$ cat config.mk
export PLATFORM = sky130hd
export DESIGN_NAME = mcm_dsp_stream
export DESIGN_NICKNAME = d
export VERILOG_FILES = /design/src/rtl/mcm_pkg.sv /design/src/rtl/mcm_split.sv /design/src/rtl/mcm_dsp_stream.sv
export SDC_FILE = /design/constraint.sdc
export NUM_CORES = 1
export LEC_CHECK = 0
export CAP_MARGIN = 20
export CORE_MARGIN = 2
export CORE_UTILIZATION = 58
export DETAILED_ROUTE_END_ITERATION = 7
export GPL_TIMING_DRIVEN = 0
export MAX_ROUTING_LAYER = met4
export PLACE_DENSITY = 0.79
export SYNTH_ARGS = -nofsm -noshare
export SYNTH_HDL_FRONTEND = slang
export SYNTH_SLANG_ARGS = --single-unit
$ cat constraint.sdc
create_clock -name clk -period 6.5 [get_ports clk]
set_input_delay 1.625 -clock clk [delete_from_list [all_inputs] [get_ports clk]]
set_output_delay 1.625 -clock clk [all_outputs]
set_load 0.03 [all_outputs]
$ cat src/rtl/mcm_pkg.sv
// Shared constants and elaboration-time helpers for the multiple-constant
// multiplier family. A single wide multiplier computes X*C_HI and X*C_LO
// together. The two constants are packed into one operand as
// C_HI*2^OFS + C_LO, and the product is later split back into its fields.
//
// Contents:
//   pack_const   - builds the packed multiplier operand
//   signed_width - smallest two's-complement width that holds a constant
//   const_fits   - true if a constant fits its declared signed width and is
//                  not the most-negative code
//   yhi_width /
//   ylo_width    - product field widths
package mcm_pkg;

  // Packed operand: the high constant is shifted up by OFS and the low
  // constant is added. Because the low constant is signed, a negative C_LO
  // borrows from the high field. mcm_split undoes that borrow.
  function automatic longint pack_const(longint c_hi, longint c_lo, int ofs);
    return c_hi * (longint'(1) << ofs) + c_lo;
  endfunction

  // Smallest n such that -2^(n-1) <= c < 2^(n-1).
  function automatic int signed_width(longint c);
    int n;
    n = 63;
    for (int i = 63; i >= 1; i--) begin
      if (c >= -(longint'(1) << (i - 1)) && c < (longint'(1) << (i - 1))) begin
        n = i;
      end
    end
    return n;
  endfunction

  // The most-negative code is excluded. Its magnitude would need one more
  // bit, and that would break the product width bound.
  function automatic bit const_fits(longint c, int w);
    return (signed_width(c) <= w) && (c != -(longint'(1) << (w - 1)));
  endfunction

  function automatic int yhi_width(int w_x, int w_chi);
    return w_x + w_chi - 1;
  endfunction

  function automatic int ylo_width(int w_x, int w_clo);
    return w_x + w_clo - 1;
  endfunction

endpackage

$ cat src/rtl/mcm_split.sv
// Splits a packed product P = X*(C_HI*2^OFS + C_LO) into its two signed fields.
// The logic is purely combinational.
//
// Ports:
//   p_i    - packed product, W_P+1 bits signed. The MSB is a redundant sign
//            copy.
//   y_hi_o - X*C_HI, W_P-OFS bits signed
//   y_lo_o - X*C_LO, OFS bits signed
module mcm_split #(
  parameter int W_P = 31,
  parameter int OFS = 13
) (
  input  logic signed [W_P:0]       p_i,
  output logic signed [W_P-OFS-1:0] y_hi_o,
  output logic signed [OFS-1:0]     y_lo_o
);

  localparam int W_HI = W_P - OFS;

  // The product never needs its top bit because |P| < 2^(W_P-1).
  logic unused_p_msb;
  assign unused_p_msb = p_i[W_P];

  logic [W_HI-1:0] hi_raw;
  logic [W_HI-1:0] borrow;

  always_comb begin
    hi_raw = p_i[W_P-1:OFS];
    // A negative low field took one unit from the high field. Its sign bit is
    // exactly that borrow, so it is added back.
    borrow = {{(W_HI - 1){1'b0}}, p_i[OFS-1]};
    y_hi_o = hi_raw + borrow;
    y_lo_o = p_i[OFS-1:0];
  end

endmodule

$ cat src/rtl/mcm_dsp_stream.sv
// Streaming two-constant multiplier. Each accepted sample X produces
// Y_HI = X*C_HI and Y_LO = X*C_LO using one wide multiply. A channel tag
// travels with every sample. The block is an elastic 2-stage pipeline with
// valid/ready on both sides and full backpressure.
//
// Ports:
//   clk, rst_n           - clock, synchronous active-low reset
//   in_valid/in_ready    - input handshake
//   in_x, in_ch          - signed sample and its channel tag
//   out_valid/out_ready  - output handshake
//   out_ch               - tag of the presented result
//   out_y_hi, out_y_lo   - signed X*C_HI and X*C_LO
//
// Latency is 2 cycles from accept to out_valid, with 1 sample per cycle.
// in_ready depends combinationally on out_ready. No output depends
// combinationally on in_x.
module mcm_dsp_stream
  import mcm_pkg::*;
#(
  parameter int W_X   = 8,
  parameter int C_HI  = 974,
  parameter int W_CHI = 11,
  parameter int C_LO  = 25,
  parameter int W_CLO = 6,
  parameter int W_CH  = 4,
  localparam int W_YHI = yhi_width(W_X, W_CHI),
  localparam int W_YLO = ylo_width(W_X, W_CLO)
) (
  input  logic                    clk,
  input  logic                    rst_n,
  input  logic                    in_valid,
  output logic                    in_ready,
  input  logic signed [W_X-1:0]   in_x,
  input  logic        [W_CH-1:0]  in_ch,
  output logic                    out_valid,
  input  logic                    out_ready,
  output logic        [W_CH-1:0]  out_ch,
  output logic signed [W_YHI-1:0] out_y_hi,
  output logic signed [W_YLO-1:0] out_y_lo
);

  localparam int OFS = W_YLO;
  localparam int W_P = W_YHI + OFS;
  localparam longint A_PACK = pack_const(C_HI, C_LO, OFS);
  localparam logic signed [W_P:0] A_PACK_V = (W_P + 1)'(A_PACK);

  // Elaboration guards on the constant widths.
  if (!const_fits(C_HI, W_CHI)) begin : gen_chi_bad
    $error("mcm_dsp_stream: C_HI does not fit in W_CHI signed bits");
  end
  if (!const_fits(C_LO, W_CLO)) begin : gen_clo_bad
    $error("mcm_dsp_stream: C_LO does not fit in W_CLO signed bits");
  end

  // ---------------------------------------------------------------------------
  // Handshake control
  // ---------------------------------------------------------------------------
  logic s1_valid_q, s1_valid_d;
  logic s2_valid_q, s2_valid_d;
  logic s2_adv;
  logic in_acc;

  always_comb begin
    // S1 moves into S2 when S2 is empty or is being drained this cycle.
    s2_adv   = s1_valid_q && (!s2_valid_q || out_ready);
    in_ready = !s1_valid_q || s2_adv;
    in_acc   = in_valid && in_ready;

    s1_valid_d = s1_valid_q;
    if (in_acc) begin
      s1_valid_d = 1'b1;
    end else if (s2_adv) begin
      s1_valid_d = 1'b0;
    end

    s2_valid_d = s2_valid_q;
    if (s2_adv) begin
      s2_valid_d = 1'b1;
    end else if (out_ready) begin
      s2_valid_d = 1'b0;
    end
  end

  assign out_valid = s2_valid_q;

  // ---------------------------------------------------------------------------
  // Stage 1: one wide signed multiply
  // ---------------------------------------------------------------------------
  logic signed [W_P:0] x_ext;
  logic signed [W_P:0] s1_p_q, s1_p_d;
  logic [W_CH-1:0]     s1_ch_q, s1_ch_d;

  always_comb begin
    x_ext   = (W_P + 1)'(in_x);
    s1_p_d  = s1_p_q;
    s1_ch_d = s1_ch_q;
    if (in_acc) begin
      s1_p_d  = x_ext * A_PACK_V;
      s1_ch_d = in_ch;
    end
  end

  // ---------------------------------------------------------------------------
  // Stage 2: field split and output registers
  // ---------------------------------------------------------------------------
  logic signed [W_YHI-1:0] split_hi;
  logic signed [W_YLO-1:0] split_lo;

  mcm_split #(
    .W_P (W_P),
    .OFS (OFS)
  ) u_split (
    .p_i    (s1_p_q),
    .y_hi_o (split_hi),
    .y_lo_o (split_lo)
  );

  logic [W_CH-1:0]         out_ch_q, out_ch_d;
  logic signed [W_YHI-1:0] out_y_hi_q, out_y_hi_d;
  logic signed [W_YLO-1:0] out_y_lo_q, out_y_lo_d;

  always_comb begin
    out_ch_d   = out_ch_q;
    out_y_hi_d = out_y_hi_q;
    out_y_lo_d = out_y_lo_q;
    if (s2_adv) begin
      out_ch_d   = s1_ch_q;
      out_y_hi_d = split_hi;
      out_y_lo_d = split_lo;
    end
  end

  always_ff @(posedge clk) begin
    if (!rst_n) begin
      s1_valid_q <= 1'b0;
      s2_valid_q <= 1'b0;
      s1_p_q     <= '0;
      s1_ch_q    <= '0;
      out_ch_q   <= '0;
      out_y_hi_q <= '0;
      out_y_lo_q <= '0;
    end else begin
      s1_valid_q <= s1_valid_d;
      s2_valid_q <= s2_valid_d;
      s1_p_q     <= s1_p_d;
      s1_ch_q    <= s1_ch_d;
      out_ch_q   <= out_ch_d;
      out_y_hi_q <= out_y_hi_d;
      out_y_lo_q <= out_y_lo_d;
    end
  end

  assign out_ch   = out_ch_q;
  assign out_y_hi = out_y_hi_q;
  assign out_y_lo = out_y_lo_q;

endmodule

==> run_results.csv <==
group,metric,value,unit
clocking,holdBufCountCts,0,
clocking,clk_pin_slew,0.09,ns
floorplan,fp-row-count,35,
yosys,synth-adder-area-share,28.0,%
sta,slew_headroom,56.1,%
clocking,cts-buffers-inserted,9,
place,dp_slack,-0.117,ns
sta,skew,0.0176,ns
worst_setup_path,reg2reg_from,"s1_valid_q$_SDFFE_PN0P_",
global_route,antenna_found_initial,0,
sta,fin_hold_ws,0.451,ns
yosys,yosysTopAreaCell,"dfxtp_1",
sta,period_needed,6.29,ns
yosys,syn_avg_cell_area,8.48,sq um
pwr,total_power,1.81,mW
sta,setup_viol,0,
yosys,synth_mux_area_share,0,%
sta,fin_tns_setup,0,ns
yosys,synth_area_leaders,"dfxtp_1, ha_1, fa_1",
pwr,p_leak,2.70,nW
worst_setup_path,r2r_slack,4.64,ns
worst_setup_path,crit_arrival,6.53,ns
worst_setup_path,reg2regPathDepth,7,
clocking,cts.sinks,72,
worst_setup_path,cp-start-kind,"input pin",
sta,final_hold_viol_count,0,
global_route,grt.met3_usage,3.20,%
floorplan,start_util,58.7,%
clocking,cts_resized,0,
routing,drc,0,
yosys,synth.distinct_cells,55,
place,portBuffers,52,
clocking,cts_buffer_depth,2,
finish,antenna_cells,0,
yosys,ys_seq_area_share,26.9,%
pwr,irDropWorstVdd,0.163,mV
global_route,grt_first_pass_wirelength,20800,microns
yosys,synth_compound_area_share,17.3,%
yosys,synth_top_area_share,26.9,%
routing,routed_wl,12600,microns
status,status,"finished clean",
yosys,synth_edf_count,0,
floorplan,die-area,0.0100,sq mm
finish,layout.nets,813,
routing,num_vias,4577,
worst_setup_path,cp_slowest_stage_delay,0.88,ns
yosys,synth_top_family_by_area,"adder cells",
worst_setup_path,crit_path_frequent_cell,"fa_1",
floorplan,core,0.00911,sq mm
clocking,post_cts_buffers,0,
sta,tightest_slew,0.658,ns
global_route,grtUsageMet2,45.3,%
global_route,grt_pass1_vias,4422,
worst_setup_path,crit_path_max_fanout,14,
worst_hold_path,hp-class,"flip-flop to flip-flop",
routing,drt_iter0_markers,166,
yosys,syn_inst,631,
worst_setup_path,setup.worst_path.start,"in_x[7]",
routing,first_pass_iters,5,
clocking,htreeDepth,3,
worst_setup_path,crit_type,"input pin to flip-flop",
clocking,clock-root-buffer,"clkbuf_8",
routing,via_per_inst,5.65,
routing,ant_nets,0,
yosys,synth-xor-area-share,4.91,%
worst_setup_path,crit_path_top_delay_cell,"clkdlybuf4s50_1",
global_route,grt_use_total,26.9,%
place,gp_congestion,0.886,
floorplan,pin_count,53,
yosys,synth-async-reset-ratio,0,%
routing,wl_per_cell,15.5,microns
yosys,yosys_warnings,0,
pwr,p_per_area,292,mW/mm^2
worst_setup_path,path_cells,"clkdlybuf4s50_1 -> fa_1 -> fa_1 -> fa_1 -> inv_1 -> fa_1 -> inv_1 -> ha_1 -> a21oi_1 -> o21ai_0 -> o21bai_1 -> a31oi_1 -> or3_1 -> a32o_1",
sta,slew_violations,0,
yosys,synth_ff_type,"dfxtp_1",
finish,area_growth,15.8,%
worst_setup_path,endpoint_kind,"flip-flop",
yosys,syn_area,0.00535,sq mm
global_route,grt.busiest_layer,"met2",
global_route,grt_max_degree,16,
sta,period_share,96.7,%
yosys,synth-seq-cells,72,
global_route,use_met1,34.1,%
worst_setup_path,crit_end,"s1_p_q[29]$_SDFFE_PN0P_",
run,drv_cap,0,
yosys,mappedNetlistNets,750,
global_route,grt_overflow,0,
yosys,synth.most_common_cell,"nand2_1",
clocking,tritoncts,"yes",
worst_hold_path,worstHoldStart,"s1_p_q[11]$_SDFFE_PN0P_",
finish,drive_above_1_share,4.01,%
yosys,netlist_top_cells_count,"nand2_1, ha_1, dfxtp_1",
worst_setup_path,required,6.74,ns
floorplan,die_h,100,microns
clocking,clock_latency,0.35,ns
sta,fmax,159,MHz
place,hpwl,10400,microns
yosys,yosys.area_share.simple,16.4,%
worst_setup_path,r2r_end,"s1_p_q[21]$_SDFFE_PN0P_",
finish,fillers,786,
sta,setup_slack,0.212,ns
sta,rsz0062_at_grt,"false",
floorplan,fp.dieW,100,microns
==> kinds of logic (layout without fill, tap and decap cells) <==
| group | Yosys count | in the layout |
|---|---|---|
| AO/OA/AOI/OAI | 142 | 142 |
| adder cells (fa/ha/maj) | 103 | 103 |
| flip-flops | 72 | 72 |
| XOR/XNOR | 30 | 30 |
| buffers and inverters | 90 | 158 |
| AND/OR/NAND/NOR | 194 | 194 |
==> through the flow <==
stage               instance area [sq um]  cells  utilization [%]
detailed placement                   6010    794             66.0
CTS                                  6200    810             68.0
global placement                     6010    794             66.0
global route                         6200    810             68.0
finish                               6200    810             68.0
floorplan                            5350    631                -
==> metal layers <==
metal  part of all wire (%)  up-vias  routed length [microns]
met4                    1.7        0                      216
li1                       -     2276                        -
met3                    4.1       13                      521
met1                     45     2168                     5640
met5                      0        -                        0
met2                     49      120                     6200
==> sequential cells by signal (all words and copies together), names as in the netlist <==
signal / flops
s1_ch_q: 4
out_y_lo: 13
out_valid: 1
s1_p_q: 31
out_y_hi: 18
out_ch: 4
s1_valid_q: 1
==> placed cells by master, fill, tap and decap left out, types with 5 or more instances in the layout <==
master | netlist | final
a211oi_1 | 22 | 22
clkdlybuf4s50_1 | 0 | 52
nand3_1 | 18 | 18
ha_1 | 75 | 75
clkbuf_1 | 17 | 17
clkbuf_8 | 0 | 9
a21o_1 | 5 | 5
inv_1 | 71 | 71
or3_1 | 5 | 5
a21oi_1 | 59 | 59
xor2_1 | 18 | 18
dfxtp_1 | 72 | 72
and3_1 | 9 | 9
fa_1 | 28 | 28
nor2_1 | 33 | 33
nand4_1 | 5 | 5
xnor2_1 | 12 | 12
nand2_1 | 106 | 106
o21ai_0 | 16 | 16
==> report_power, final <==
group / internal (mW) / total (mW) / switching [mW]
clock network: 0.145 / 0.332 / 0.187
logic: 0.376 / 0.921 / 0.545
registers: 0.502 / 0.556 / 0.0542
==> critical path: cells and delay by family <==
| kind | cells | cell delay [ns] |
|---|---|---|
| compound gates | 5 | 1.00 |
| simple gates | 1 | 0.34 |
| fa+ha+maj | 5 | 2.57 |
| buf+inv | 3 | 0.99 |
==> worst min path at each step <==
stage / endpoint / slack [ns] / cells after the start
5_1_grt: out_ch[2]$_SDFFE_PN0P_ / 0.47 / 2
6_report: out_y_lo[11]$_SDFFE_PN0P_ / 0.45 / 2
2_1_floorplan: s1_p_q[10]$_SDFFE_PN0P_ / 0.43 / 2
3_5_place_dp: out_y_lo[3]$_SDFFE_PN0P_ / 0.45 / 2
3_3_place_gp: out_ch[3]$_SDFFE_PN0P_ / 0.44 / 2
4_1_cts: out_ch[0]$_SDFFE_PN0P_ / 0.45 / 2
==> cell type report <==
class / instances / area, sq um / area share (%)
buffer: 19 / 78.8 / 1.27
clock inverter: 7 / 61.3 / 0.989
tap: 111 / 139 / 2.24
multi-input combinational: 469 / 3560 / 57.5
inverter: 71 / 267 / 4.30
timing repair buffer: 52 / 520 / 8.40
clock buffer: 9 / 124 / 2.00
sequential: 72 / 1440 / 23.3
Note: power is estimated with default switching activity, not from simulation.
